**src/rtl/rv32_types.sv**
```systemverilog
// Shared RV32 types for the multi-cycle M-extension sequencer: op/state encodings and special-case constants.
package rv32_types;

  localparam int unsigned XLEN = 32;

  typedef enum logic [1:0] {
    MC_DIV  = 2'd0,
    MC_DIVU = 2'd1,
    MC_REM  = 2'd2,
    MC_REMU = 2'd3
  } mc_op_t;

  typedef enum logic [1:0] {
    MC_IDLE  = 2'd0,
    MC_ISSUE = 2'd1,
    MC_WAIT  = 2'd2,
    MC_DONE  = 2'd3
  } mc_state_t;

  typedef struct packed {
    logic [XLEN-1:0] quot;
    logic [XLEN-1:0] rem;
  } mc_result_t;

  localparam logic [XLEN-1:0] MC_DIV0_QUOT = 32'hFFFF_FFFF;
  localparam logic [XLEN-1:0] MC_OVF_QUOT  = 32'h8000_0000;
  localparam logic [XLEN-1:0] MC_INT_MIN   = 32'h8000_0000;
  localparam logic [XLEN-1:0] MC_NEG_ONE   = 32'hFFFF_FFFF;

  function automatic logic mc_is_signed(input mc_op_t op);
    return (op == MC_DIV) || (op == MC_REM);
  endfunction

  function automatic logic mc_sel_rem(input mc_op_t op);
    return (op == MC_REM) || (op == MC_REMU);
  endfunction

endpackage

```
**src/rtl/rv32_div_special.sv**
```systemverilog
// Combinational detection of divide-by-zero and signed overflow, with the architectural fast-path result.
module rv32_div_special
  import rv32_types::*;
(
  input  logic [1:0]      op,
  input  logic [XLEN-1:0] op1,
  input  logic [XLEN-1:0] op2,
  output logic            special_c,
  output logic [XLEN-1:0] data_c
);

  mc_op_t     op_e;
  logic       div0;
  logic       ovf;
  mc_result_t res;

  assign op_e = mc_op_t'(op);

  always_comb begin
    div0 = (op2 == '0);
    ovf  = mc_is_signed(op_e) && (op1 == MC_INT_MIN) && (op2 == MC_NEG_ONE);
    res  = '0;
    if (div0) begin
      res.quot = MC_DIV0_QUOT;
      res.rem  = op1;
    end else if (ovf) begin
      res.quot = MC_OVF_QUOT;
      res.rem  = '0;
    end
    special_c = div0 | ovf;
    data_c    = mc_sel_rem(op_e) ? res.rem : res.quot;
  end

endmodule

```
**src/rtl/rv32_mc_exec_ctrl.sv**
```systemverilog
// Multi-cycle DIV/REM sequencer: stalls exec while an external divider runs and resolves special cases inline.
// Optional last-result cache is enabled by defining RV32_MC_RESULT_CACHE_EN.
module rv32_mc_exec_ctrl
  import rv32_types::*;
#(
  parameter int unsigned UNIT_TIMEOUT = 64
) (
  input  logic            clk,
  input  logic            reset,
  input  logic            req_valid,
  input  logic [1:0]      req_op,
  input  logic [XLEN-1:0] req_op1,
  input  logic [XLEN-1:0] req_op2,
  input  logic            flush,
  input  logic            res_ack,
  output logic            stall,
  output logic            res_valid,
  output logic [XLEN-1:0] res_data,
  output logic            unit_start,
  output logic            unit_abort,
  output logic            unit_signed,
  output logic [XLEN-1:0] unit_op1,
  output logic [XLEN-1:0] unit_op2,
  input  logic            unit_done,
  input  logic [XLEN-1:0] unit_quot,
  input  logic [XLEN-1:0] unit_rem,
  output logic            timeout_err
);

  localparam int unsigned      CNT_W   = (UNIT_TIMEOUT == 0) ? 1 : $clog2(UNIT_TIMEOUT + 1);
  localparam logic [CNT_W-1:0] CNT_MAX = CNT_W'(UNIT_TIMEOUT);

  mc_state_t       state;
  logic [CNT_W-1:0] wait_cnt;
  logic            sel_rem;
  mc_op_t          op;
  logic            req_signed;
  logic            req_rem;
  logic            special_c;
  logic [XLEN-1:0] special_data_c;
  logic            cache_hit_c;
  logic [XLEN-1:0] cache_data_c;

  assign op         = mc_op_t'(req_op);
  assign req_signed = mc_is_signed(op);
  assign req_rem    = mc_sel_rem(op);
  assign stall      = req_valid & ~res_valid;

  rv32_div_special u_special (
    .op        (req_op),
    .op1       (req_op1),
    .op2       (req_op2),
    .special_c (special_c),
    .data_c    (special_data_c)
  );

`ifdef RV32_MC_RESULT_CACHE_EN
  logic            cache_valid;
  logic            cache_signed;
  logic [XLEN-1:0] cache_op1;
  logic [XLEN-1:0] cache_op2;
  logic [XLEN-1:0] cache_quot;
  logic [XLEN-1:0] cache_rem;

  // Only a divider completion that flush did not kill refreshes the entry.
  always_ff @(posedge clk or posedge reset) begin
    if (reset) begin
      cache_valid  <= 1'b0;
      cache_signed <= 1'b0;
      cache_op1    <= '0;
      cache_op2    <= '0;
      cache_quot   <= '0;
      cache_rem    <= '0;
    end else if ((state == MC_WAIT) && unit_done && !flush) begin
      cache_valid  <= 1'b1;
      cache_signed <= unit_signed;
      cache_op1    <= unit_op1;
      cache_op2    <= unit_op2;
      cache_quot   <= unit_quot;
      cache_rem    <= unit_rem;
    end
  end

  assign cache_hit_c  = cache_valid && (cache_op1 == req_op1) && (cache_op2 == req_op2) &&
                        (cache_signed == req_signed);
  assign cache_data_c = req_rem ? cache_rem : cache_quot;
`else
  assign cache_hit_c  = 1'b0;
  assign cache_data_c = '0;
`endif

  // Sequencer FSM; flush overrides done, timeout and ack in every state.
  always_ff @(posedge clk or posedge reset) begin
    if (reset) begin
      state       <= MC_IDLE;
      wait_cnt    <= '0;
      sel_rem     <= 1'b0;
      res_valid   <= 1'b0;
      res_data    <= '0;
      unit_start  <= 1'b0;
      unit_abort  <= 1'b0;
      unit_signed <= 1'b0;
      unit_op1    <= '0;
      unit_op2    <= '0;
      timeout_err <= 1'b0;
    end else begin
      unit_start <= 1'b0;
      unit_abort <= 1'b0;
      if (flush) begin
        state      <= MC_IDLE;
        res_valid  <= 1'b0;
        unit_abort <= (state == MC_ISSUE) || (state == MC_WAIT);
      end else begin
        case (state)
          MC_IDLE: begin
            if (req_valid) begin
              if (special_c) begin
                state     <= MC_DONE;
                res_valid <= 1'b1;
                res_data  <= special_data_c;
              end else if (cache_hit_c) begin
                state     <= MC_DONE;
                res_valid <= 1'b1;
                res_data  <= cache_data_c;
              end else begin
                state       <= MC_ISSUE;
                unit_start  <= 1'b1;
                unit_signed <= req_signed;
                unit_op1    <= req_op1;
                unit_op2    <= req_op2;
                sel_rem     <= req_rem;
              end
            end
          end
          MC_ISSUE: begin
            state    <= MC_WAIT;
            wait_cnt <= '0;
          end
          MC_WAIT: begin
            if (unit_done) begin
              state     <= MC_DONE;
              res_valid <= 1'b1;
              res_data  <= sel_rem ? unit_rem : unit_quot;
            end else if (wait_cnt == CNT_MAX) begin
              state       <= MC_DONE;
              res_valid   <= 1'b1;
              res_data    <= '0;
              unit_abort  <= 1'b1;
              timeout_err <= 1'b1;
            end else begin
              wait_cnt <= wait_cnt + CNT_W'(1);
            end
          end
          MC_DONE: begin
            if (res_ack) begin
              state     <= MC_IDLE;
              res_valid <= 1'b0;
            end
          end
          default: state <= MC_IDLE;
        endcase
      end
    end
  end

endmodule

```
**config.mk**
```make
export PLATFORM = sky130hd
export DESIGN_NAME = rv32_mc_exec_ctrl
export DESIGN_NICKNAME = d
export VERILOG_FILES = /design/src/rtl/rv32_types.sv /design/src/rtl/rv32_div_special.sv /design/src/rtl/rv32_mc_exec_ctrl.sv
export SDC_FILE = /design/constraint.sdc
export NUM_CORES = 1
export LEC_CHECK = 0
export CAP_MARGIN = 10
export CORE_ASPECT_RATIO = 0.8
export CORE_MARGIN = 4
export CORE_UTILIZATION = 39
export DETAILED_ROUTE_END_ITERATION = 8
export PLACE_DENSITY = 0.77
export SLEW_MARGIN = 20
export SYNTH_ARGS = -nofsm -noshare
export SYNTH_HDL_FRONTEND = slang
export SYNTH_HIERARCHICAL = 1
export SYNTH_SLANG_ARGS = --single-unit
```
**constraint.sdc**
```tcl
create_clock -name clk -period 3.6 [get_ports clk]
set_input_delay 0.54 -clock clk [delete_from_list [all_inputs] [get_ports clk]]
set_output_delay 0.54 -clock clk [all_outputs]
set_load 0.02 [all_outputs]
```
==> flow_metrics.tcl <==
set metrics [dict create \
    drc 0 \
    fp.dieW_um 145 \
    critPathArrivalTime_ns 3.41 \
    cts_tree "yes" \
    worstPathCellList "clkdlybuf4s50_1 > nand4b_1 > or4_1 > or4_4 > o21ai_1 > buf_4 > a21bo_2 > nand3b_4 > buf_12 > mux2_4" \
    hold_ws_ns 0.486 \
    postCtsHoldBufs 0 \
    clkSinkCount 111 \
    antenna_found_initial 0 \
    synthesis.nets 650 \
    cts_max_level 3 \
    leakagePower_uw 0.00377 \
    timing.hold.worst_path_depth 1 \
    finalPower_uw 6280 \
    stdcell_count 925 \
    seqCellArea_mm2 0.00278 \
    gp_congestion 0.887 \
    required_ns 3.84 \
    outcome "complete, no violations" \
    ios 238 \
    portBuffers 237 \
    setup_viol 0 \
    dr_total_vias 4854 \
    worstReg2RegStart "state[0]$_DFFE_PP0P_" \
    grt.met2_usage_pct 35.2 \
    rr_worst_depth 8 \
    grt_pass1_vias 5177 \
    layout_min_cycle_time_ns 3.17 \
    synthToLayoutAreaGrowth_pct 48.6 \
    hold_start "timeout_err$_DFFE_PP0P_" \
    fin_nets 879 \
    viasPerCell 5.25 \
    fin_tns_setup_ns 0 \
    crit_type "input port to flip-flop" \
    first_iter_violations 242 \
    worst_pin_slew_ns 0.966 \
    fmax_mhz 315 \
    drv_slew 0 \
    initial_utilization_pct 40.3 \
    wl_um 18200 \
    syn_area_per_cell_um2 11.5 \
    diodes 0 \
    synth_warnings 6 \
    reg2reg_slack_ns 1.15 \
    path_max_fanout 32 \
    cts_setup_buffers 0 \
    crit_slowest_cell "or4_4" \
    synthCells 509 \
    power.density_mw_per_mm2 724 \
    fillers 1177 \
    place_inst 911 \
    track_usage_pct 21.3 \
    multiInputGateArea_mm2 0.00263 \
    fin_crit_sh_pct 88.1 \
    grt_busiest_layer "met2" \
    cts_resized 0 \
    overflow 0 \
    ys_types 55 \
    grt_pass1_wl_um 28400 \
    clkTransAtPathRegs_ns 0.07 \
    ys_seq_elements 111 \
    crit_path_start_kind "input port" \
    rsz0062_at_grt "no" \
    first_pass_iters 4 \
    fp.dieH_um 117 \
    worstSetupEndpointType "flip-flop" \
    ant_nets 0 \
    root_buffer "clkbuf_16" \
    post-dp-hpwl_um 13700 \
    hold_class "flip-flop to flip-flop" \
    relSlewSlack_pct 35.6 \
    cpPeakStageDelay_ns 0.57 \
    wl_per_cell_um 19.7 \
    dieArea_mm2 0.0170 \
    cts_buffers 9 \
    utilization_pct 59.9 \
    timing_hold_violations_final 0 \
    yosysSeqAreaShare_pct 47.6 \
    hold_path_end "timeout_err$_DFFE_PP0P_" \
    synth_area_mm2 0.00584 \
    grtUsageMet3_pct 6.39 \
    met1_usage_pct 27.2 \
    r2r-end "res_data[0]$_DFFE_PP0P_" \
    clockBufferDepth 2 \
    peakVddDrop_mv 0.422 \
    maxCapViolCount 0 \
    coreArea_mm2 0.0145 \
    grt_max_degree 85 \
    rows 39 \
    clock_skew_ns 0.0110 \
    drive_gt1_share_pct 16.9 \
    clk_latency_ns 0.36 \
]
[kinds of logic after synthesis]
| kind of cell | count (synthesis) | synth area share [%] |
|---|---|---|
| mux | 131 | 26.5 |
| flops | 111 | 47.6 |
| buf+inv | 105 | 7.56 |
| compound gates | 86 | 9.26 |
| simple gates | 69 | 7.78 |
| fa+ha+maj | 5 | 1.07 |
| xor+xnor | 2 | 0.300 |
[registers in the layout, indices dropped and copies added, names as in the netlist]
signal       count
res_data        32
res_valid        1
sel_rem          1
state            2
timeout_err      1
unit_abort       1
unit_op1        32
unit_op2        32
unit_signed      1
unit_start       1
wait_cnt         7
[worst max-delay path by stage]
stage,start,endpoint,cells past startpoint
floorplan,reset,res_data[0]$_DFFE_PP0P_,1
global placement,req_op2[2],res_data[3]$_DFFE_PP0P_,10
detailed placement,req_op2[12],res_data[8]$_DFFE_PP0P_,10
CTS,req_op2[12],res_data[12]$_DFFE_PP0P_,10
global route,req_op2[12],res_valid$_DFFE_PP0P_,10
finish,req_op2[12],res_data[12]$_DFFE_PP0P_,10
[cell type report]
type / instances / share of cell area [%]
clock buffer: 9 / 2.60
clock inverter: 5 / 0.404
timing repair buffer: 248 / 28.7
tap: 184 / 2.65
multi-input combinational: 293 / 30.3
sequential: 111 / 32.0
inverter: 75 / 3.27
[per-stage QoR]
| stage | setup WS, ns | cell area [um^2] |
|---|---|---|
| after floorplan | 0.129 | 5840 |
| after CTS | 0.462 | 8670 |
| after global routing | 0.330 | 8670 |
| after detailed placement | 0.0793 | 8410 |
| final | 0.428 | 8670 |
| after global placement | 0.139 | 8410 |
[per-layer routing]
metal  vias up  share of wire, %
met1      2372                42
li1       2254                 -
met2       200                48
met4         0               1.8
met5         -                 0
met3        28               8.0
[cells in the final DEF (no fill, tap or decap), types with 9 or more instances in the layout]
master	Yosys	final
clkdlybuf4s50_1	0	237
mux2_2	57	57
nor4_1	13	13
a21oi_1	33	33
o22ai_1	32	32
mux2i_1	34	34
inv_1	75	74
clkbuf_16	0	9
nand4_1	12	12
mux2_1	10	10
dfrtp_1	111	110
mux2_4	30	30
[synth_stat cells (all sizes together)]
master	count	share of area [%]
o21ai	7	0.60
a21o	1	0.13
or2	2	0.21
nand3b	2	0.47
a211oi	1	0.13
a32o	1	0.17
dfrtp	111	48
clkbuf	15	0.99
nor2b	1	0.11
nor2	8	0.51
and4b	1	0.17
ha	5	1.1
o31ai	2	0.49
or4b	1	0.17
a211o	1	0.17
nand2b	3	0.32
or4	3	0.45
nor3	4	0.34
xnor2	2	0.30
inv	75	4.8
and2	1	0.11
a22o	1	0.15
nand2	8	0.51
a21bo	1	0.17
nand4b	2	0.30
nor4	13	1.4
a21oi	34	3.0
mux2i	34	5.8
o311a	2	0.34
nor4b	3	0.81
o211ai	2	0.34
or3	2	0.21
buf	15	1.8
o22ai	32	3.4
mux2	97	21
nand3	2	0.26
o2111ai	1	0.15
and2b	1	0.13
nand4	12	1.3
[report_power, final]
| group | leakage [uW] | switching (uW) | total [uW] | internal, uW |
|---|---|---|---|---|
| logic | 0.00225 | 1520 | 3220 | 1700 |
| clock network | 0.000128 | 461 | 926 | 465 |
| registers | 0.00140 | 376 | 2130 | 1760 |
| total | 0.00377 | 2360 | 6280 | 3920 |
[worst max-delay path, delay by kind of cell]
family	cells	cell delay [ns]
simple gates	4	1.33
compound gates	2	0.32
buf+inv	3	0.87
mux	1	0.33
Power figures use the tool's default switching activity.
